$ cat config.mk
export PLATFORM = sky130hd
export DESIGN_NAME = usb_ep_ctrl_flat
export DESIGN_NICKNAME = d
export VERILOG_FILES = /design/src/rtl/usb_pkg.sv /design/src/rtl/usb_ep_ctrl_if.sv /design/src/rtl/usb_ep_state.sv /design/src/rtl/usb_ep_ctrl.sv /design/src/flat_wrapper.sv
export SDC_FILE = /design/constraint.sdc
export NUM_CORES = 1
export LEC_CHECK = 0
export CAP_MARGIN = 20
export CORE_ASPECT_RATIO = 0.9
export CORE_MARGIN = 10
export CORE_UTILIZATION = 38
export DETAILED_ROUTE_END_ITERATION = 10
export GPL_TIMING_DRIVEN = 0
export PLACE_DENSITY = 0.73
export SETUP_SLACK_MARGIN = 0.02
export SLEW_MARGIN = 20
export SYNTH_ARGS = -nofsm -noshare
export SYNTH_HDL_FRONTEND = slang
export SYNTH_SLANG_ARGS = --single-unit
$ cat constraint.sdc
create_clock -name clk_48 -period 1.7 [get_ports clk_48]
set_input_delay 0.34 -clock clk_48 [delete_from_list [all_inputs] [get_ports clk_48]]
set_output_delay 0.34 -clock clk_48 [all_outputs]
set_load 0.01 [all_outputs]
$ cat src/rtl/usb_pkg.sv
// Shared encodings for the USB endpoint controller: handshake codes and FSM states.
package usb_pkg;

   typedef enum logic [1:0] {
      hs_ack   = 2'b00,
      hs_none  = 2'b01,
      hs_nak   = 2'b10,
      hs_stall = 2'b11
   } hs_t;

   typedef enum logic [1:0] {
      S_IDLE = 2'd0,
      S_OUT  = 2'd1,
      S_IN   = 2'd2,
      S_END  = 2'd3
   } fsm_t;

endpackage

$ cat src/rtl/usb_ep_ctrl_if.sv
// Transaction-side bus between the USB protocol core (master) and the endpoint controller (slave).
interface usb_ep_ctrl_if;
   import usb_pkg::*;

   logic       transaction_active;
   logic       direction_in;
   logic       setup;
   logic [3:0] endpoint;
   logic       success;
   logic       data_strobe;
   logic [7:0] data_out;
   logic [7:0] data_in;
   logic       data_in_valid;
   logic       data_toggle;
   hs_t        handshake;

   modport master (
      output transaction_active, direction_in, setup, endpoint, success, data_strobe, data_out,
      input  data_in, data_in_valid, data_toggle, handshake
   );

   modport slave (
      input  transaction_active, direction_in, setup, endpoint, success, data_strobe, data_out,
      output data_in, data_in_valid, data_toggle, handshake
   );

endinterface

$ cat src/rtl/usb_ep_state.sv
// Per-endpoint DATA0/1 toggles and stall flags. Priority per bit: set > clear > flip.
module usb_ep_state #(
   parameter int NUM_EP = 4
) (
   input  logic              clk_48,
   input  logic              rst_n,
   input  logic              clr_all,
   input  logic [NUM_EP-1:0] tog_in_flip,
   input  logic [NUM_EP-1:0] tog_in_set,
   input  logic [NUM_EP-1:0] tog_out_flip,
   input  logic [NUM_EP-1:0] tog_out_set,
   input  logic [NUM_EP-1:0] tog_out_clr,
   input  logic [NUM_EP-1:0] stall_set,
   input  logic [NUM_EP-1:0] stall_clr,
   output logic [NUM_EP-1:0] tog_in,
   output logic [NUM_EP-1:0] tog_out,
   output logic [NUM_EP-1:0] stalled
);

   // toggle and stall storage; bus reset wipes everything like rst_n
   always_ff @(posedge clk_48) begin
      if (!rst_n || clr_all) begin
         tog_in  <= '0;
         tog_out <= '0;
         stalled <= '0;
      end else begin
         tog_in  <= tog_in_set | (tog_in ^ tog_in_flip);
         tog_out <= tog_out_set | ((tog_out ^ tog_out_flip) & ~tog_out_clr);
         stalled <= stall_set | (stalled & ~stall_clr);
      end
   end

endmodule

$ cat src/rtl/usb_ep_ctrl.sv
// USB endpoint controller: routes one transaction at a time to the selected endpoint's
// IN/OUT buffer, tracks data toggles and stalls, and produces the handshake code.
//
// state  | meaning
// S_IDLE | no transaction; waiting for transaction_active on a valid endpoint
// S_OUT  | host->device data phase; strobes write into the OUT buffer
// S_IN   | device->host data phase; strobes pop the IN buffer
// S_END  | one-cycle commit/discard/done/rewind pulse, then back to idle
module usb_ep_ctrl #(
   parameter int NUM_EP  = 4,
   parameter int MAX_PKT = 64
) (
   input  logic              clk_48,
   input  logic              rst_n,
   input  logic              usb_rst,
   usb_ep_ctrl_if.slave      bus,
   output logic [3:0]        ep_sel,
   output logic              ep_active,
   output logic              ep_dir_in,
   output logic              ep_setup,
   input  logic [NUM_EP-1:0] ep_in_avail,
   input  logic [7:0]        ep_in_data,
   input  logic              ep_in_valid,
   output logic              ep_in_pop,
   output logic              ep_in_done,
   output logic              ep_in_rewind,
   input  logic [NUM_EP-1:0] ep_out_ready,
   output logic [7:0]        ep_out_data,
   output logic              ep_out_wr,
   output logic              ep_out_commit,
   output logic              ep_out_discard,
   input  logic [NUM_EP-1:0] ep_stall_set,
   input  logic [NUM_EP-1:0] ep_stall_clr,
   output logic [NUM_EP-1:0] ep_stalled
);
   import usb_pkg::*;

   localparam logic [6:0] MAX_CNT  = 7'(MAX_PKT);
   localparam logic [4:0] NUM_EP_W = 5'(NUM_EP);

   fsm_t              state, state_nxt;
   logic [6:0]        cnt;
   logic              ovf, dir_q, setup_q, succ_q;
   logic [NUM_EP-1:0] ep_mask, ent_mask;
   logic [NUM_EP-1:0] tog_in, tog_out;
   logic [NUM_EP-1:0] tog_in_flip, tog_in_set, tog_out_flip, tog_out_set, tog_out_clr, stall_clr;
   logic              clr_all, ep_ok, cnt_lt_max, in_xfer;
   hs_t               hs;

   // one-hot masks avoid indexing NUM_EP-wide vectors with a 4-bit endpoint number
   assign ep_mask    = NUM_EP'(1) << ep_sel;
   assign ent_mask   = NUM_EP'(1) << bus.endpoint;
   assign ep_ok      = {1'b0, bus.endpoint} < NUM_EP_W;
   assign cnt_lt_max = cnt < MAX_CNT;
   assign in_xfer    = (state == S_IN);

   assign ep_active        = (state == S_OUT) || (state == S_IN);
   assign ep_dir_in        = dir_q;
   assign ep_setup         = setup_q;
   assign ep_out_data      = bus.data_out;
   assign bus.data_in      = ep_in_data;
   assign bus.data_in_valid = in_xfer && ep_in_valid && cnt_lt_max;
   assign bus.data_toggle  = dir_q ? |(tog_in & ep_mask) : |(tog_out & ep_mask);
   assign bus.handshake    = hs;

   // handshake decoded from the latched transaction, only while the core holds the transaction open
   always_comb begin
      hs = hs_none;
      if (ep_active && bus.transaction_active) begin
         if (setup_q)                            hs = hs_ack;
         else if (|(ep_stalled & ep_mask))       hs = hs_stall;
         else if (dir_q && !(|(ep_in_avail & ep_mask)))   hs = hs_nak;
         else if (!dir_q && !(|(ep_out_ready & ep_mask))) hs = hs_nak;
         else                                    hs = hs_ack;
      end
   end

   // next state, buffer strobes, end-of-transaction pulses and toggle/stall updates
   always_comb begin
      state_nxt      = state;
      ep_out_wr      = 1'b0;
      ep_in_pop      = 1'b0;
      ep_out_commit  = 1'b0;
      ep_out_discard = 1'b0;
      ep_in_done     = 1'b0;
      ep_in_rewind   = 1'b0;
      clr_all        = 1'b0;
      tog_in_flip    = '0;
      tog_in_set     = '0;
      tog_out_flip   = '0;
      tog_out_set    = '0;
      tog_out_clr    = '0;
      stall_clr      = ep_stall_clr;
      if (!rst_n) begin
         state_nxt = S_IDLE;
      end else if (usb_rst) begin
         state_nxt = S_IDLE;
         clr_all   = 1'b1;
         if (state != S_IDLE) begin
            ep_out_discard = !dir_q;
            ep_in_rewind   = dir_q;
         end
      end else begin
         case (state)
            S_IDLE: begin
               if (bus.transaction_active && ep_ok) begin
                  state_nxt = bus.direction_in ? S_IN : S_OUT;
                  if (bus.setup) begin
                     tog_out_clr = ent_mask;
                     stall_clr   = ep_stall_clr | ent_mask;
                  end
               end
            end
            S_OUT: begin
               ep_out_wr = bus.data_strobe && cnt_lt_max;
               if (bus.success && !succ_q) begin
                  if (setup_q) begin
                     tog_in_set  = ep_mask;
                     tog_out_set = ep_mask;
                  end else begin
                     tog_out_flip = ep_mask;
                  end
               end
               if (!bus.transaction_active) state_nxt = S_END;
            end
            S_IN: begin
               ep_in_pop = bus.data_strobe;
               if (bus.success && !succ_q) tog_in_flip = ep_mask;
               if (!bus.transaction_active) state_nxt = S_END;
            end
            S_END: begin
               ep_out_commit  = !dir_q && succ_q && !ovf;
               ep_out_discard = !dir_q && !(succ_q && !ovf);
               ep_in_done     = dir_q && succ_q;
               ep_in_rewind   = dir_q && !succ_q;
               state_nxt      = S_IDLE;
            end
            default: state_nxt = S_IDLE;
         endcase
      end
   end

   // state register
   always_ff @(posedge clk_48) begin
      if (!rst_n) state <= S_IDLE;
      else        state <= state_nxt;
   end

   // transaction context: endpoint, direction, byte count, overflow and success latches
   always_ff @(posedge clk_48) begin
      if (!rst_n) begin
         ep_sel  <= '0;
         cnt     <= '0;
         ovf     <= 1'b0;
         dir_q   <= 1'b0;
         setup_q <= 1'b0;
         succ_q  <= 1'b0;
      end else if (state == S_IDLE && state_nxt != S_IDLE) begin
         ep_sel  <= bus.endpoint;
         cnt     <= '0;
         ovf     <= 1'b0;
         dir_q   <= bus.direction_in;
         setup_q <= bus.setup;
         succ_q  <= 1'b0;
      end else if (!usb_rst && ep_active) begin
         if ((ep_out_wr || ep_in_pop) && cnt != 7'h7f) cnt <= cnt + 7'd1;
         if (state == S_OUT && bus.data_strobe && !cnt_lt_max) ovf <= 1'b1;
         if (bus.success) succ_q <= 1'b1;
      end
   end

   usb_ep_state #(.NUM_EP(NUM_EP)) u_state (
      .clk_48       (clk_48),
      .rst_n        (rst_n),
      .clr_all      (clr_all),
      .tog_in_flip  (tog_in_flip),
      .tog_in_set   (tog_in_set),
      .tog_out_flip (tog_out_flip),
      .tog_out_set  (tog_out_set),
      .tog_out_clr  (tog_out_clr),
      .stall_set    (ep_stall_set),
      .stall_clr    (stall_clr),
      .tog_in       (tog_in),
      .tog_out      (tog_out),
      .stalled      (ep_stalled)
   );

endmodule

$ cat src/flat_wrapper.sv
// flat-port wrapper written by rule: the top's interface ports become plain ports
module usb_ep_ctrl_flat import usb_pkg::*;
#(
   parameter int NUM_EP  = 4,
   parameter int MAX_PKT = 64
)
  (clk_48, rst_n, usb_rst, ep_sel, ep_active, ep_dir_in, ep_setup, ep_in_avail, ep_in_data, ep_in_valid, ep_in_pop, ep_in_done, ep_in_rewind, ep_out_ready, ep_out_data, ep_out_wr, ep_out_commit, ep_out_discard, ep_stall_set, ep_stall_clr, ep_stalled, bus_transaction_active, bus_direction_in, bus_setup, bus_endpoint, bus_success, bus_data_strobe, bus_data_out, bus_data_in, bus_data_in_valid, bus_data_toggle, bus_handshake);
  usb_ep_ctrl_if bus_i ();
  input  logic clk_48;
  input  logic rst_n;
  input  logic usb_rst;
  output logic [3:0] ep_sel;
  output logic ep_active;
  output logic ep_dir_in;
  output logic ep_setup;
  input  logic [NUM_EP-1:0] ep_in_avail;
  input  logic [7:0] ep_in_data;
  input  logic ep_in_valid;
  output logic ep_in_pop;
  output logic ep_in_done;
  output logic ep_in_rewind;
  input  logic [NUM_EP-1:0] ep_out_ready;
  output logic [7:0] ep_out_data;
  output logic ep_out_wr;
  output logic ep_out_commit;
  output logic ep_out_discard;
  input  logic [NUM_EP-1:0] ep_stall_set;
  input  logic [NUM_EP-1:0] ep_stall_clr;
  output logic [NUM_EP-1:0] ep_stalled;
  input wire logic [$bits(bus_i.transaction_active)-1:0] bus_transaction_active;
  input wire logic [$bits(bus_i.direction_in)-1:0] bus_direction_in;
  input wire logic [$bits(bus_i.setup)-1:0] bus_setup;
  input wire logic [$bits(bus_i.endpoint)-1:0] bus_endpoint;
  input wire logic [$bits(bus_i.success)-1:0] bus_success;
  input wire logic [$bits(bus_i.data_strobe)-1:0] bus_data_strobe;
  input wire logic [$bits(bus_i.data_out)-1:0] bus_data_out;
  output wire logic [$bits(bus_i.data_in)-1:0] bus_data_in;
  output wire logic [$bits(bus_i.data_in_valid)-1:0] bus_data_in_valid;
  output wire logic [$bits(bus_i.data_toggle)-1:0] bus_data_toggle;
  output wire logic [$bits(bus_i.handshake)-1:0] bus_handshake;
  assign bus_i.transaction_active = bus_transaction_active;
  assign bus_i.direction_in = bus_direction_in;
  assign bus_i.setup = bus_setup;
  assign bus_i.endpoint = bus_endpoint;
  assign bus_i.success = bus_success;
  assign bus_i.data_strobe = bus_data_strobe;
  assign bus_i.data_out = bus_data_out;
  assign bus_data_in = bus_i.data_in;
  assign bus_data_in_valid = bus_i.data_in_valid;
  assign bus_data_toggle = bus_i.data_toggle;
  assign bus_handshake = bus_i.handshake;
  usb_ep_ctrl #(.NUM_EP(NUM_EP), .MAX_PKT(MAX_PKT)) u_core (.clk_48(clk_48), .rst_n(rst_n), .usb_rst(usb_rst), .bus(bus_i), .ep_sel(ep_sel), .ep_active(ep_active), .ep_dir_in(ep_dir_in), .ep_setup(ep_setup), .ep_in_avail(ep_in_avail), .ep_in_data(ep_in_data), .ep_in_valid(ep_in_valid), .ep_in_pop(ep_in_pop), .ep_in_done(ep_in_done), .ep_in_rewind(ep_in_rewind), .ep_out_ready(ep_out_ready), .ep_out_data(ep_out_data), .ep_out_wr(ep_out_wr), .ep_out_commit(ep_out_commit), .ep_out_discard(ep_out_discard), .ep_stall_set(ep_stall_set), .ep_stall_clr(ep_stall_clr), .ep_stalled(ep_stalled));
endmodule
### After elaboration in Yosys (flattened, before gate mapping)

Cells that the tools add are included.
W data, S select, Z words.

* memories kept: 0
* bits in latches: 0
* bits in writable memories: 0
* register bits after elaboration: 29
* ROM bits: 0
* output and inout port bits: 37

* order comparisons: 2
* multiply operators: 0
* shifts and indexed selects: 2
* mux-type cells: 58
* reductions and logical operators: 44
* add/subtract/negate cells: 1
* eq/ne operators: 4
* bitwise logic cells: 16
* div/mod/pow operators: 0

Operators with widths (number)
* $mux W4: 24
* $and A4 B4 Y4: 7
* $mux W1: 23
* $mux W2: 10
* $reduce_or A4 Y1: 5
* $logic_and A1 B1 Y1: 19
* $or A4 B4 Y4: 4
* $logic_not A1 Y1: 9
* $not A4 Y4: 2
* $shl A1 B4 Y4 const A: 2
* $xor A4 B4 Y4: 2
* $add A7 B1 Y7 const B: 1
* $lt A7 B7 Y1 const B: 1
* $ne A7 B7 Y1 const B: 1
* $pmux W2 S3: 1
* $reduce_and A2 Y1: 3
* $eq A2 B2 Y1 const B: 2
* $lt A4 B3 Y1 const B: 1
* $reduce_bool A2 Y1: 2
* $reduce_or A2 Y1: 2
* $logic_or A1 B1 Y1: 3
* $eq A2 B1 Y1 const B: 1
* $logic_not A2 Y1: 1
* $not A1 Y1: 1

### Logic depth before layout (Yosys ltp)

Gate-level depths: netlist of the first run.

* depth in word-level cells: 10
* depth in mapped cells: 8

### Cells and area by module

From an unflattened synthesis of the first run, not the netlist that was laid out.

* cells, all modules: 222
* area total of the unflattened synthesis: 1949.4 µm²

Modules (own cells, without submodules)
* usb_ep_ctrl: cells an instance 172, times used 1, area an instance 1436.4 µm², sequential area each 340.3 µm²
* usb_ep_state: cells an instance 50, times used 1, area an instance 513.0 µm², sequential area each 240.2 µm²

### Worst setup path before layout of the first run

OpenSTA, ideal clock, no wires.

* path kind: reg2reg
* start point: register u_core.state[0]
* end point: register u_core.cnt[2]
* buffers on the path: 1
* library setup time: 0.070 ns
* slack: -0.268 ns
* data required time: 1.630 ns
* data arrival time: 1.898 ns
* cell stages (with the launch flop): 8
* cells stage by stage: dfxtp_1 inv_1 ha_1 nand4b_1 a211o_1 buf_6 or4_1 a21oi_1

RTL lines
* start, declared: line usb_ep_ctrl.sv:41 `fsm_t state, state_nxt;`
* start signal, assigned: line usb_ep_ctrl.sv:146 `else state <= state_nxt;`
* $eq A2 B1 Y1 or $eq A2 B2 Y1 (tied branches): line usb_ep_ctrl.sv:57 `assign ep_active = (state == S_OUT) || (state == S_IN);`
* $logic_or A1 B1 Y1 (*): line usb_ep_ctrl.sv:57
* via ep_active: line flat_wrapper.sv:13 `output logic ep_active;`
* $logic_and A1 B1 Y1 (*): line usb_ep_ctrl.sv:165 `end else if (!usb_rst && ep_active) begin`
* $reduce_and A2 Y1 (no line) (*)
* end signal, assigned: line usb_ep_ctrl.sv:166 `if ((ep_out_wr || ep_in_pop) && cnt != 7'h7f) cnt <= cnt + 7'd1;`
* end, declared: line usb_ep_ctrl.sv:42 `logic [6:0] cnt;`

The timed path passes the listed nets; every way through them passes the cells marked *.
A chain may end at the register's enable or synchronous reset.

### Worst setup path in the final report of the first run

* start point: register u_core.ep_sel[0]
* end point: output bus_handshake[1]

* cells in the longest elaborated chain, start to end: 10

RTL lines
* start, declared: line usb_ep_ctrl.sv:17 `output logic [3:0] ep_sel,`
* start signal, assigned: line usb_ep_ctrl.sv:159 `ep_sel <= bus.endpoint;`
* $shl A1 B4 Y4 (*): line usb_ep_ctrl.sv:51 `assign ep_mask = NUM_EP'(1) << ep_sel;`
* $and A4 B4 Y4: line usb_ep_ctrl.sv:73 `else if (!dir_q && !(|(ep_out_ready & ep_mask))) hs = hs_nak;`
* $reduce_or A4 Y1: line usb_ep_ctrl.sv:73
* $logic_not A1 Y1: line usb_ep_ctrl.sv:73
* $logic_and A1 B1 Y1: line usb_ep_ctrl.sv:73
* $mux W2: line usb_ep_ctrl.sv:73
* $mux W2: line usb_ep_ctrl.sv:72 `else if (dir_q && !(|(ep_in_avail & ep_mask))) hs = hs_nak;`
* $mux W2 (*): line usb_ep_ctrl.sv:71 `else if (|(ep_stalled & ep_mask)) hs = hs_stall;`
* $mux W2 (*): line usb_ep_ctrl.sv:70 `if (setup_q) hs = hs_ack;`
* $mux W2 (*): line usb_ep_ctrl.sv:69 `if (ep_active && bus.transaction_active) begin`
* end, declared: line flat_wrapper.sv:40 `output wire logic [$bits(bus_i.handshake)-1:0] bus_handshake;`

Mark *: on every way between the ends. The rest lies on a longest branch, timed or not.

==> results of run 1 <==
## per-stage QoR
| step | area (sq um) | worst slack (ps) | setup TNS [ps] | utilization | total power (uW) |
|---|---|---|---|---|---|
| after floorplan | 1930 | -55.9 | -99.7 | - | 839 |
| after global placement | 2670 | -1020 | -17920 | 0.551 | 991 |
| after detailed placement | 2670 | -1060 | -19130 | 0.551 | 994 |
| after CTS | 3000 | -497 | -2120 | 0.621 | 1640 |
| after global routing | 3240 | -505 | -3210 | 0.671 | 1730 |
| final | 3240 | -415 | -2740 | 0.671 | 1670 |
## metal layers
layer | GRT usage | vias to the layer above | wire length (microns)
met2 | 0.267 | 140 | 3360
met4 | 0.0428 | 0 | 183
met3 | 0.0484 | 22 | 742
met5 | 0 | - | 0
met1 | 0.183 | 1055 | 2950
li1 | - | 1000 | -
## worst max-delay path: stages, from the launching register on
cell                       delay [ps]
sky130_fd_sc_hd__dfxtp_2          340
sky130_fd_sc_hd__buf_8            100
sky130_fd_sc_hd__mux4_2           510
sky130_fd_sc_hd__a311oi_2         230
sky130_fd_sc_hd__a311oi_2         130
sky130_fd_sc_hd__buf_2            160
## cell usage after synthesis, drive strengths merged (2+ instances only)
master | instances | share of area
a21oi | 14 | 0.037
nor3 | 8 | 0.027
nand2 | 12 | 0.024
mux2i | 10 | 0.053
and3 | 3 | 0.010
or3b | 2 | 0.0093
ha | 5 | 0.033
clkbuf | 7 | 0.014
nor3b | 3 | 0.017
a31oi | 9 | 0.030
o21ai | 4 | 0.011
or4 | 2 | 0.0080
a311oi | 6 | 0.028
nand4 | 3 | 0.010
nor2 | 21 | 0.042
o31ai | 3 | 0.012
nor4 | 2 | 0.0066
a41oi | 3 | 0.014
inv | 14 | 0.028
a2111oi | 2 | 0.0093
nor2b | 4 | 0.013
nand3 | 5 | 0.013
nor4b | 3 | 0.017
and4b | 3 | 0.016
a221o | 2 | 0.011
nand2b | 2 | 0.0066
or3 | 2 | 0.0066
nand3b | 4 | 0.016
dfxtp | 29 | 0.31
buf | 21 | 0.080
mux4 | 3 | 0.036
nand4b | 2 | 0.0093
## timing repair
item	CTS	global route
setup endpoints to repair	43	31
cloned	1	0
pin swaps	14	24
gates resized for setup	86	47
endpoints found under the hold margin	0	0
hold buffers	0	0
setup buffers	16	12
## state kept, by name (all words and copies together) (netlist names)
register / count
u_core.ep_sel: 4
u_core.u_state.stalled: 4
u_core.state: 2
u_core.u_state.tog_in: 4
u_core.ep_dir_in: 1
u_core.ovf: 1
u_core.cnt: 7
u_core.ep_setup: 1
u_core.succ_q: 1
u_core.u_state.tog_out: 4
## worst min path at each step
stage                                    end  slack, ps  cells after the start
floorplan           u_core.u_state.tog_in[2]        440                      1
global placement    u_core.u_state.tog_in[2]        460                      1
detailed placement  u_core.u_state.tog_in[2]        460                      1
CTS                 u_core.u_state.tog_in[2]        470                      1
global route        u_core.u_state.tog_in[0]        490                      3
finish              u_core.u_state.tog_in[0]        480                      3
## cell type report
type	count	area, sq um
multi-input combinational	151	1380
inverter	14	57.6
sequential	29	598
fill	368	1590
timing repair buffer	90	812
clock buffer	7	96.3
tap	65	81.3
clock inverter	1	5.00
buffer	25	213
## power breakdown
part	total, uW	internal (uW)	switching, uW
clock network	642	365	277
registers	692	682	9.48
logic	338	193	145
total	1670	1240	431
## cell families (layout without fill, tap and decap cells)
logic type | count (synthesis) | after routing | synth area share
AO/OA/AOI/OAI | 50 | 50 | 0.184
adder cells (fa/ha/maj) | 5 | 5 | 0.0332
buffers and inverters | 42 | 137 | 0.122
flip-flops | 29 | 29 | 0.308
multiplexers | 13 | 13 | 0.0890
AND/OR/NAND/NOR | 83 | 83 | 0.264
==> results by group, run 1 <==
Layout
  • Layout-stage area growth over the synthesis result: 72.1%
  • Commonest non-fill, non-tap cells in the layout: 50 x sky130_fd_sc_hd__clkdlybuf4s50_1, 34 x sky130_fd_sc_hd__buf_4, 23 x sky130_fd_sc_hd__dfxtp_1
  • Non-Filler Instances: roughly 380
  • Number of nets in the final layout: roughly 370
  • Number of antenna diodes: 0
  • Fraction of final layout cells sized beyond drive strength 1: 0.391
  • Commonest non-fill, non-tap cell in the layout: sky130_fd_sc_hd__clkdlybuf4s50_1

Global routing
  • Total global routing track utilization: 0.156
  • Remaining global-route overflow: 0
  • Wire length of the first global-routing pass: about 10 mm
  • Antenna violations before repair: 0
  • Pin count of the biggest net entering global routing: 11
  • Vias in the first global route: between 2k and 2.5k

Route
  • Length of the first detailed-routing pass in iterations: 5
  • Detail-routed net length per standard cell: 18.9 microns
  • Antenna violation net count after detailed routing: 0
  • Vias per cell: ~5.8
  • Vias post-DR: between 2k and 2.5k
  • Final wirelength: ~7.2 mm
  • Detailed router's first-iteration violation count: between 200 and 250
  • Drc violations: 0

STA
  • Highest attainable clock frequency: 0.473 GHz
  • Worst setup margin: -415 ps
  • Worst rel slew slack: 0.660
  • Min Clock Period, post-route: ~2100 ps
  • Unrepaired setup endpoints after global routing: yes
  • Max-slew violation count: 0
  • Maximum clock skew at final layout: 2.74 ps
  • Crit share post-route: 1.24
  • Final setup violating endpoints: 13
  • Final hold vios: 0
  • Worst-margin pin slew: approximately 510 ps
  • Worst hold slack after final layout: around 480 ps

Setup path
  • Timing endpoint of the critical path: bus_handshake[1]
  • Reg2reg path depth: 7
  • Critical path required time: 1360 ps
  • Launching element of the worst setup path: u_core.ep_sel[0]
  • Type of destination of the critical path: output pin
  • Minimum setup slack among reg-to-reg paths: -300 ps
  • Class of the most critical setup path: flip-flop to output pin
  • FF-to-FF End: u_core.cnt[2]
  • Startpoint kind of the worst setup timing path: flip-flop
  • Worst-path fanout max: 3
  • Endpoint arrival time on the critical path: around 1800 ps
  • Worst reg2reg path startpoint: u_core.state[0]

Hold path
  • Origin of the worst min-delay path: rst_n
  • Path class of the lowest-slack min-delay path: input port to flip-flop

Synth
  • Cell count after synthesis: around 220
  • Yosys reg bits: 29
  • Avg Cell Area, Syn: around 8.5 sq um
  • Most used flip-flop cell after synthesis: sky130_fd_sc_hd__dfxtp_1
  • Number of warnings printed during yosys synthesis: 0
  • Unique cell type count in the Yosys netlist: 46
  • Syn Nets: ~270
  • Combined area of all synthesized cells: 1880 sq um
  • FFs w/ async S/R, synth: 0
  • Sequential-to-total area share from yosys stat: 0.308
  • Number of enable flip-flop cells after synthesis: 0

CTS
  • CTS clk-pin slew, worst paths: 60 ps
  • CTS tree: built
  • Number of H-tree levels: 2
  • Number of buffers created by CTS: 5
  • Root buffer cell: sky130_fd_sc_hd__clkbuf_8
  • Clk_lat worst skew: just under 300 ps
  • Maximum number of buffers from clock root to sink: 2
  • TritonCTS sink count: 29

Power
  • Power per cell area: about 500 nW/um^2
  • IR drop worst, VDD: 236 uV
  • Leakage dissipation: between 0.001 and 0.0015 uW

Die
  • Initial standard-cell utilization of the core: 0.390
  • Placement Rows: 24
  • Die Height: ~87 microns
  • Die width: between 90 and 100 microns
  • Area of the die: just over 8000 sq um
  • Standard cell core area: a little under 5000 sq um
  • Total I/O pin count: between 80 and 90

Status
  • Result of the run: finished with violations
  • Violated checks: negative setup slack

Place
  • RePlAce Congestion: between 0.8 and 0.9
  • Cells after DPL: around 350
  • Number of buffers added on ports: 65
  • Dpl hpwl: 4.68 mm

Flow run
  • Maximum capacitance violations: 0
Power figures use the tool's default switching activity.
==> inputs of run 2 (changes only) <==
--- a/config.mk
+++ b/config.mk
@@ -7,7 +7,6 @@
 export LEC_CHECK = 0
 export CAP_MARGIN = 20
 export CORE_ASPECT_RATIO = 0.9
-export CORE_MARGIN = 10
 export CORE_UTILIZATION = 38
 export DETAILED_ROUTE_END_ITERATION = 10
 export GPL_TIMING_DRIVEN = 0
==> results by group, run 2 (same netlist as run 1, synthesis figures left out) <==
Hold path
  • Path class of the lowest-slack min-delay path: input port to flip-flop

Layout
  • Commonest non-fill, non-tap cells in the layout: 51 x sky130_fd_sc_hd__clkdlybuf4s50_1, 36 x sky130_fd_sc_hd__buf_4, 23 x sky130_fd_sc_hd__dfxtp_1
  • Max FFs per register: 7
  • Number of antenna diodes: 0
  • Register name with the most flops: u_core.cnt
  • Fraction of final layout cells sized beyond drive strength 1: 0.372
  • Post-Route Utilization: 0.694
  • Layout-stage area growth over the synthesis result: 69.7%
  • Commonest non-fill, non-tap cell in the layout: sky130_fd_sc_hd__clkdlybuf4s50_1
  • Number of nets in the final layout: around 370

Global routing
  • Antenna violations before repair: 0
  • Wire length of the first global-routing pass: 9.37 mm
  • Remaining global-route overflow: 0
  • Pin count of the biggest net entering global routing: 11
  • Vias in the first global route: ~1.8k
  • Total global routing track utilization: 0.234

Setup path
  • Worst-path fanout max: 9
  • Family of cells with the greatest summed delay on the critical path: compound AO/OA/AOI/OAI gates
  • Worst Path Buf+Inv: 2
  • Crit path cell chain: clkbuf_8 -> nor2b_1 -> a2111oi_1 -> a31oi_1 -> a311oi_2 -> buf_2
  • Worst path slowest cell: sky130_fd_sc_hd__a2111oi_1
  • Endpoint arrival time on the critical path: between 1500 and 2000 ps
  • Type of destination of the critical path: output pin
  • Largest stage delay, worst path: 380 ps
  • Critical path required time: 1360 ps
  • Class of the most critical setup path: flip-flop to output pin
  • Startpoint kind of the worst setup timing path: flip-flop

STA
  • Max-slew violation count: 0
  • Worst hold slack after final layout: between 400 and 500 ps
  • TNS Setup: -2040 ps
  • Worst rel slew slack: 0.668
  • Maximum clock skew at final layout: 4.77 ps
  • Worst setup margin: -417 ps
  • Min Clock Period, post-route: 2120 ps
  • Highest attainable clock frequency: ~0.47 GHz
  • Final setup violating endpoints: 13
  • Final hold vios: 0
  • Worst-margin pin slew: 499 ps
  • Crit share post-route: 1.25
  • Unrepaired setup endpoints after global routing: yes

Die
  • Placement Rows: 23
  • Die Height: a little under 70 microns
  • Die width: approximately 76 microns
  • Area of the die: 5240 sq um
  • Initial standard-cell utilization of the core: 0.409
  • Total I/O pin count: 82
  • Standard cell core area: 4600 sq um

Route
  • Detailed router's first-iteration violation count: ~180
  • Detail-routed net length per standard cell: between 15 and 20 microns
  • Drc violations: 0
  • Vias per cell: 5.72
  • Length of the first detailed-routing pass in iterations: 5
  • Antenna violation net count after detailed routing: 0
  • Vias post-DR: between 2k and 2.5k
  • Final wirelength: around 6.5 mm

CTS
  • Root buffer cell: sky130_fd_sc_hd__clkbuf_8
  • CTS tree: built
  • TritonCTS sink count: 29
  • CTS clk-pin slew, worst paths: around 70 ps
  • Clk_lat worst skew: between 200 and 300 ps
  • Maximum number of buffers from clock root to sink: 2
  • Number of buffers created by CTS: 5
  • Number of H-tree levels: 2

Power
  • Leakage dissipation: between 0.001 and 0.0015 uW
  • IR drop worst, VDD: between 300 and 400 uV
  • Power per cell area: 505 nW/um^2

Place
  • Worst slack at placement: -994 ps
  • Number of buffers added on ports: 65
  • RePlAce Congestion: roughly 0.8
  • Dpl hpwl: around 4.0 mm

Flow run
  • Maximum capacitance violations: 0

Status
  • Result of the run: finished with violations
  • Violated checks: negative setup slack
[run 2: worst paths after layout]
check	start	end	slack [ps]	depth (start not counted)
worst max-delay path	u_core.ep_sel[1]	bus_handshake[1]	-420	6
worst min-delay path	rst_n	u_core.u_state.tog_in[3]	480	3
worst max register to register	u_core.state[1]	u_core.cnt[2]	-200	7
worst min register to register	u_core.u_state.tog_in[3]	u_core.u_state.tog_in[3]	480	1
[run 2: metrics by stage]
step | instances | instance area [sq um] | total power (uW)
6_report | 379 | 3200 | 1610
5_1_grt | 379 | 3200 | 1670
4_1_cts | 375 | 3060 | 1600
3_5_place_dp | 349 | 2660 | 990
3_3_place_gp | 349 | 2660 | 987
2_1_floorplan | 222 | 1930 | 839
[run 2: worst register-to-register path, delay by kind of cell (launching register included)]
kind / cells / cell delay (ps)
DFF: 1 / 380
AOI/OAI and AO/OA: 2 / 420
adders and majority gates: 1 / 290
buffers and inverters: 2 / 190
and+or+nand+nor: 2 / 550
[run 2: final cells by class]
type / instances / area [sq um]
fillers: 357 / 1410
well taps: 62 / 77.6
flip-flops and latches: 29 / 598
multi-input cells: 151 / 1350
clock buffers: 7 / 86.3
plain buffers: 25 / 213
inverters: 14 / 57.6
repair buffers: 91 / 812
[run 2: per-layer routing]
metal  share of wire  vias to the layer above  global-route usage
li1                -                     1010                   -
met1            0.43                     1014               0.312
met2            0.47                      134               0.369
met3           0.086                        8              0.0592
met4           0.011                        0              0.0865
met5               0                        -                   0
[run 2: report_power, final]
part / internal, uW / switching [uW]
clock: 321 / 278
sequential: 682 / 9.23
combinational: 188 / 135
total: 1190 / 423
[run 2: timing repair]
action,4_1_cts,5_1_grt
buffers inserted,21,8
setup endpoints to repair,42,30
hold buffers,0,0
gates resized for setup,95,38
pin swaps,18,23
gates cloned,0,0
==> inputs of run 3 (changes only) <==
--- a/config.mk
+++ b/config.mk
@@ -9,9 +9,11 @@
 export CORE_ASPECT_RATIO = 0.9
 export CORE_UTILIZATION = 38
 export DETAILED_ROUTE_END_ITERATION = 10
+export GPL_ROUTABILITY_DRIVEN = 0
 export GPL_TIMING_DRIVEN = 0
 export PLACE_DENSITY = 0.73
 export SETUP_SLACK_MARGIN = 0.02
+export SKIP_CTS_REPAIR_TIMING = 1
 export SLEW_MARGIN = 20
 export SYNTH_ARGS = -nofsm -noshare
 export SYNTH_HDL_FRONTEND = slang
==> results by group, run 3 (same netlist as run 1, synthesis figures left out) <==
Place
  • Dpl hpwl: around 4 mm
  • Number of buffers added on ports: 65
  • Instance area after placement: between 2000 and 3000 sq um
  • Cells after DPL: approximately 350

Layout
  • Number of fillers in the final layout: 389
  • Commonest non-fill, non-tap cell in the layout: sky130_fd_sc_hd__clkdlybuf4s50_1
  • Final instance area: 2950 sq um
  • Fraction of final layout cells sized beyond drive strength 1: 0.296
  • Area occupied by multi-input gates: roughly 1200 sq um
  • Post-Route Utilization: 0.641
  • Commonest non-fill, non-tap cells in the layout: 50 x sky130_fd_sc_hd__clkdlybuf4s50_1, 23 x sky130_fd_sc_hd__buf_4, 22 x sky130_fd_sc_hd__dfxtp_1
  • Non-Filler Instances: 363
  • Max FFs per register: 7
  • Register area: 597 sq um
  • Register name with the most flops: u_core.cnt
  • Number of antenna diodes: 0
  • Number of nets in the final layout: about 350
  • Layout-stage area growth over the synthesis result: 56.6%

Flow run
  • Maximum capacitance violations: 0

Route
  • Detail-routed net length per standard cell: approximately 16 microns
  • Antenna violation net count after detailed routing: 0
  • Drc violations: 0
  • Length of the first detailed-routing pass in iterations: 4
  • Final wirelength: a little under 6 mm
  • Vias per cell: about 5.6
  • Vias post-DR: about 2.0k
  • Detailed router's first-iteration violation count: 116

CTS
  • TritonCTS sink count: 29
  • Maximum number of buffers from clock root to sink: 2
  • Clk_lat worst skew: 290 ps
  • Number of H-tree levels: 2
  • Number of buffers created by CTS: 5
  • Root buffer cell: sky130_fd_sc_hd__clkbuf_8
  • CTS tree: built
  • CTS clk-pin slew, worst paths: approximately 60 ps

Setup path
  • FF-to-FF End: u_core.cnt[2]
  • Type of destination of the critical path: output pin
  • Worst reg2reg path startpoint: u_core.state[1]
  • Startpoint kind of the worst setup timing path: flip-flop
  • Endpoint arrival time on the critical path: between 1500 and 2000 ps
  • Reg2reg path depth: 7
  • Class of the most critical setup path: flip-flop to output pin
  • Worst-path fanout max: 10
  • Critical path required time: between 1000 and 1500 ps
  • Minimum setup slack among reg-to-reg paths: -190 ps
  • Launching element of the worst setup path: u_core.ep_sel[1]
  • Timing endpoint of the critical path: bus_data_toggle

Power
  • Clock group share of total power: 0.372
  • Power per cell area: about 540 nW/um^2
  • Switching Power: approximately 400 uW
  • Leakage dissipation: about 0.0012 uW
  • IR drop worst, VDD: around 460 uV
  • Switching share of total power: 0.255
  • Combinational group share of total power: 0.191
  • Power Total: 1590 uW
  • Internal: 1180 uW
  • Fraction of power consumed by sequential logic: 0.437

STA
  • Unrepaired setup endpoints after global routing: yes
  • Final setup violating endpoints: 12
  • Worst-margin pin slew: around 510 ps
  • Final hold vios: 0
  • Highest attainable clock frequency: ~0.45 GHz
  • Worst hold slack after final layout: approximately 400 ps
  • Crit share post-route: 1.30
  • Maximum clock skew at final layout: a little over 6 ps
  • Max-slew violation count: 0
  • Worst setup margin: -502 ps
  • Worst rel slew slack: 0.658
  • Min Clock Period, post-route: 2200 ps

Global routing
  • Pin count of the biggest net entering global routing: 11
  • Antenna violations before repair: 0
  • Wire length of the first global-routing pass: 8.25 mm
  • Remaining global-route overflow: 0
  • Vias in the first global route: approximately 1.7k
  • Total global routing track utilization: 0.204

Status
  • Violated checks: negative setup slack
  • Result of the run: finished with violations

Die
  • Die Height: between 60 and 70 microns
  • Die width: 76.2 microns
  • Initial standard-cell utilization of the core: 0.409
  • Area of the die: ~5200 sq um
  • Standard cell core area: 4600 sq um
  • Total I/O pin count: between 80 and 90
  • Placement Rows: 23

Hold path
  • Path class of the lowest-slack min-delay path: input port to flip-flop
## run 3: changes by cell type in the layout (fill, tap and decap cells not counted), sizes merged
cell / delta
buf: -23
clkbuf: +2
clkdlybuf4s50: -1
dlygate4sd2: -1
dlymetal6s2s: +7
## run 3: metrics by stage
step | TNS [ps] | setup WS (ps)
after global routing | -2970 | -555
after floorplan | -99.7 | -55.9
final | -2220 | -502
after global placement | -18500 | -984
after CTS | -12250 | -996
after detailed placement | -19460 | -994
## run 3: worst min-delay path by stage
stage,start,cells past startpoint,end
after floorplan,u_core.u_state.tog_in[2],1,u_core.u_state.tog_in[2]
after global placement,u_core.u_state.tog_in[0],1,u_core.u_state.tog_in[0]
after detailed placement,u_core.u_state.tog_in[3],1,u_core.u_state.tog_in[3]
after CTS,u_core.u_state.tog_in[3],1,u_core.u_state.tog_in[3]
after global routing,bus_success,3,u_core.succ_q
final,bus_success,3,u_core.succ_q
## run 3: per-layer routing
metal | GRT usage | vias up | part of all wire
met1 | 0.281 | 949 | 0.46
met4 | 0.113 | 0 | 0.028
met5 | 0 | - | 0
met2 | 0.297 | 86 | 0.45
met3 | 0.0447 | 15 | 0.064
li1 | - | 984 | -
## run 3: layout make-up
class | count | area share
Sequential cell | 29 | 0.202
Timing Repair Buffer | 74 | 0.237
Inverter | 14 | 0.0195
Clock buffer | 7 | 0.0293
Buffer | 26 | 0.0717
Tap cell | 62 | 0.0263
Multi-Input combinational cell | 151 | 0.413
## run 3: worst max-delay path, stage by stage (launching register included)
cell	delay (ps)
sky130_fd_sc_hd__dfxtp_1	340
sky130_fd_sc_hd__clkbuf_4	210
sky130_fd_sc_hd__clkbuf_4	250
sky130_fd_sc_hd__mux4_2	350
sky130_fd_sc_hd__mux2i_1	170
sky130_fd_sc_hd__nor3_1	80
sky130_fd_sc_hd__dlymetal6s2s_1	170
## run 3: power by group through the flow
stage	clock [uW]	combinational (uW)	sequential (uW)
5_1_grt	622	324	694
2_1_floorplan	0	127	712
4_1_cts	596	281	696
3_5_place_dp	0	279	711
6_report	590	304	694
3_3_place_gp	0	276	711
